--- src/rtl/cm163_pkg.sv ---
// Shared types and helpers for the CM163 cascadable counter.
package cm163_pkg;

  localparam int unsigned SLICE_W = 4;

  typedef logic [SLICE_W-1:0] slice_t;

  // Terminal-count test: true when a slice holds all ones.
  function automatic logic slice_tc(input slice_t s);
    return &s;
  endfunction

endpackage

--- src/rtl/cm163_slice.sv ---
// One 4-bit counter slice. The top decodes priority; the slice applies clear > load > increment.
module cm163_slice
  import cm163_pkg::*;
(
  input  logic   clk,
  input  logic   rst_n,
  input  logic   cin_en,
  input  logic   clr,
  input  logic   load,
  input  slice_t d,
  output slice_t q,
  output logic   tc
);

  slice_t q_q;
  slice_t q_d;

  always_comb begin
    q_d = q_q;
    if (clr) begin
      q_d = '0;
    end else if (load) begin
      q_d = d;
    end else if (cin_en) begin
      q_d = q_q + slice_t'(1);
    end
  end

  always_ff @(posedge clk or negedge rst_n) begin
    if (!rst_n) begin
      q_q <= '0;
    end else begin
      q_q <= q_d;
    end
  end

  assign q  = q_q;
  assign tc = slice_tc(q_q);

endmodule

--- src/rtl/cm163_seq_counter.sv ---
// 74163-style counter built from cascaded 4-bit slices, with rco, wrap pulse and sticky overflow.
module cm163_seq_counter
  import cm163_pkg::*;
#(
  parameter int unsigned STAGES = 1
) (
  input  logic                        clk_pad,
  input  logic                        rst_n_pad,
  input  logic                        clr_n_pad,
  input  logic                        load_n_pad,
  input  logic                        enp_pad,
  input  logic                        ent_pad,
  input  logic [SLICE_W*STAGES-1:0]   d_pad,
  output logic [SLICE_W*STAGES-1:0]   q_pad,
  output logic                        rco_pad,
  output logic                        wrap_pad,
  output logic                        ovf_pad
);

  localparam int unsigned WIDTH = SLICE_W * STAGES;

  logic              clr_c;
  logic              load_c;
  logic              inc_c;
  logic [STAGES-1:0] en_c;
  logic [STAGES-1:0] tc_c;
  logic              all_ones_c;
  logic              wrap_q;
  logic              wrap_d;
  logic              ovf_q;
  logic              ovf_d;
  logic [WIDTH-1:0]  q_c;

  assign clr_c      = ~clr_n_pad;
  assign load_c     = clr_n_pad & ~load_n_pad;
  assign inc_c      = clr_n_pad & load_n_pad & enp_pad & ent_pad;
  assign all_ones_c = &tc_c;

  // Carry chain: a slice counts only when every lower slice is at terminal count.
  for (genvar i = 0; i < STAGES; i++) begin : g_slice
    if (i == 0) begin : g_first
      assign en_c[i] = inc_c;
    end else begin : g_next
      assign en_c[i] = en_c[i-1] & tc_c[i-1];
    end

    cm163_slice u_slice (
      .clk    (clk_pad),
      .rst_n  (rst_n_pad),
      .cin_en (en_c[i]),
      .clr    (clr_c),
      .load   (load_c),
      .d      (d_pad[i*SLICE_W +: SLICE_W]),
      .q      (q_c[i*SLICE_W +: SLICE_W]),
      .tc     (tc_c[i])
    );
  end

  always_comb begin
    wrap_d = inc_c & all_ones_c;
    ovf_d  = ovf_q;
    if (clr_c) begin
      ovf_d = 1'b0;
    end else if (wrap_d) begin
      ovf_d = 1'b1;
    end
  end

  always_ff @(posedge clk_pad or negedge rst_n_pad) begin
    if (!rst_n_pad) begin
      wrap_q <= 1'b0;
      ovf_q  <= 1'b0;
    end else begin
      wrap_q <= wrap_d;
      ovf_q  <= ovf_d;
    end
  end

  assign q_pad    = q_c;
  assign rco_pad  = ent_pad & all_ones_c;
  assign wrap_pad = wrap_q;
  assign ovf_pad  = ovf_q;

endmodule

--- config.mk ---
export PLATFORM = sky130hd
export DESIGN_NAME = cm163_seq_counter
export DESIGN_NICKNAME = d
export VERILOG_FILES = /design/src/rtl/cm163_pkg.sv /design/src/rtl/cm163_slice.sv /design/src/rtl/cm163_seq_counter.sv
export SDC_FILE = /design/constraint.sdc
export NUM_CORES = 1
export LEC_CHECK = 0
export CAP_MARGIN = 20
export CORE_AREA = 2 2 39 41
export DETAILED_ROUTE_END_ITERATION = 10
export DIE_AREA = 0 0 41 43
export SLEW_MARGIN = 20
export SYNTH_ARGS = -nofsm -noshare
export SYNTH_HDL_FRONTEND = slang
export SYNTH_HIERARCHICAL = 1
export SYNTH_SLANG_ARGS = --single-unit
--- constraint.sdc ---
create_clock -name clk_pad -period 1.1 [get_ports clk_pad]
set_input_delay 0.275 -clock clk_pad [delete_from_list [all_inputs] [get_ports clk_pad]]
set_output_delay 0.275 -clock clk_pad [all_outputs]
set_load 0.05 [all_outputs]
==> qor.yml <==
dp_hpwl_um: 749
core_um2: 1380
fin_util_pct: 55.3
worstPathMaxFanout: 2
antenna-diode-count: 0
cts_root_buffer: "clkbuf_4"
pwr-share-seq_pct: 34.9
drive_above_1_share_pct: 53.0
grt-ovfl-total: 0
fin_nets: 78
instances_no_fill: 82
wl_per_cell_um: 12.4
synthTopCellsByArea: "dfrtp_1 46%, mux2i_1 6.1%, xnor2_1 5.3%"
numClockSinks: 6
row_count: 14
postCtsHoldBufs: 0
combPwrFrac_pct: 30.9
fillers: 118
worst_pin_slew_ns: 0.311
clk_pin_slew_ns: 0.05
reg2reg_slack_ns: -0.15
syn-instance-count: 32
p_int_uw: 491
cts_buffer_depth: 2
viasPerCell: 4.38
cp.required_ns: 0.82
crit_type: "reg2out"
period_share_pct: 144
layout_commonest_cell: "buf_4"
die_y_um: 43
total_leakage_power_uw: 0.000352
antenna_found_initial: 0
cp.arrival_ns: 1.31
syn_area_per_cell_um2: 10.3
fin_worst_skew_ns: 0.00447
maxCapViolations: 0
yosysSeqAreaShare_pct: 45.6
slew_headroom_pct: 79.2
final_cell_mix: "11 x buf_4, 7 x buf_12, 5 x clkdlybuf4s50_1"
dp_slack_ns: -0.596
drt_iter0_drc: 7
fin_ws_ns: -0.486
port_buffers: 16
peakVddDrop_mv: 0.404
power-per-cell-area_nw_per_um2: 897
rsz0062_at_grt: "yes"
synth_seq_cells: 6
synth_nets: 43
min_path_type: "in2async"
routabilityCongestion: 0.737
setup_viol: 11
yosysWarnings: 6
io-pin-count: 17
vias: 359
outcome: "complete, but fails checks"
grt_use_total_pct: 15.7
regArea_um2: 154
multi_input_area_um2: 196
dp.cells: 73
fmax_ghz: 0.630
cts_tree: "built"
finalSetupTns_ns: -1.53
wl_um: 1020
cts_buffers: 3
power_uw: 687
drc_errors: 0
synth_area_leader_cell: "dfrtp_1"
insertion_delay_ns: 0.25
first_global_vias: 355
hold_viol_final: 0
synth.distinct_cells: 18
grt_first_pass_wirelength_um: 1730
drt_first_pass_iters: 2
synth_top_area_share_pct: 45.6
ant_nets: 0
critPathLaunchType: "flop"
die_x_um: 41
violations: "negative setup slack"
p_clk_share_pct: 34.2
layout_min_cycle_time_ns: 1.59
sw_frac_of_total_pct: 28.5
area_growth_pct: 133
p_sw_uw: 196
slew_violations: 0
critPathCaptureType: "primary output"
initial_core_util_pct: 23.8
netlist_area_um2: 329
grt_max_degree: 7
ctsHtreeMaxLevel: 1
dieArea_um2: 1760
## worst max-delay path, cell delays in order (launching register included)
cell and delay (ns):
dfrtp_2 0.42, ha_4 0.16, and3_4 0.17, and2_4 0.16, buf_12 0.14
## cell families (layout without fill, tap and decap cells)
| kind of cell | Yosys count | in the layout | share of synthesized area (%) |
|---|---|---|---|
| mux | 3 | 3 | 9.51 |
| flops | 6 | 6 | 45.6 |
| compound gates | 5 | 5 | 10.3 |
| buf+inv | 4 | 38 | 4.94 |
| fa+ha+maj | 1 | 1 | 3.80 |
| simple gates | 10 | 10 | 17.9 |
| xor+xnor | 3 | 3 | 7.99 |
## area by class of cell
cell class	instances	area share, %
flip-flops and latches	6	20.1
inverters	3	1.47
clock buffers	4	3.43
repair buffers	31	46.7
multi-input cells	22	25.7
well taps	16	2.61
## Yosys cell counts
cell and count:
a21oi_1 2, a41oi_1 1, and2_4 1, and3_1 1
and4_1 1, and4_2 1, buf_2 1, dfrtp_1 6
ha_1 1, inv_1 3, mux2_1 1, mux2i_1 2
nand2_1 1, nand4_1 1, nor2_1 4, o21a_1 2
xnor2_1 2, xor2_1 1
## final timing paths
check                                                 endpoint                           startpoint  cells after the start
max                                                    rco_pad  g_slice[0].u_slice/q[0]$_DFFE_PN0P_                      4
min                        g_slice[0].u_slice/q[2]$_DFFE_PN0P_                            rst_n_pad                      1
max reg2reg                g_slice[0].u_slice/q[1]$_DFFE_PN0P_  g_slice[0].u_slice/q[1]$_DFFE_PN0P_                      5
min reg2reg                                ovf_pad$_DFFE_PN0P_                  ovf_pad$_DFFE_PN0P_                      2
max in group asynchronous  g_slice[0].u_slice/q[1]$_DFFE_PN0P_                            rst_n_pad                      1
min in group clk_pad                        wrap_pad$_DFF_PN0_                            clr_n_pad                      3
## stage by stage
stage | cell area (µm²) | hold slack [ns]
finish | 766 | 0.275
global route | 766 | 0.282
CTS | 762 | 0.278
detailed placement | 669 | 0.555
global placement | 669 | 0.549
floorplan | 349 | -0.0206
## flip-flops by register name (all words and copies together) (netlist names)
name               cells
g_slice.u_slice/q      4
ovf_pad                1
wrap_pad               1
## metal layers
layer / wire length [µm] / global-route usage [%]
met5: 0 / 0
met4: 15 / 10.0
met1: 419 / 17.7
met3: 27 / 6.28
met2: 555 / 23.1
## power by group through the flow
| stage | Sequential, µW | Clock [µW] | Combinational (µW) |
|---|---|---|---|
| 2_1_floorplan | 278 | 0 | 36.0 |
| 3_3_place_gp | 242 | 0 | 190 |
| 3_5_place_dp | 243 | 0 | 192 |
| 4_1_cts | 240 | 242 | 209 |
| 5_1_grt | 240 | 271 | 228 |
| 6_report | 240 | 235 | 212 |
## repair_timing
action                                  CTS  global route
endpoints found under the setup margin   11            12
setup buffers                             6             1
pin swaps                                 3             2
gates cloned                              0             0
resized for setup                        15             2
Note: power is estimated with default switching activity, not from simulation.
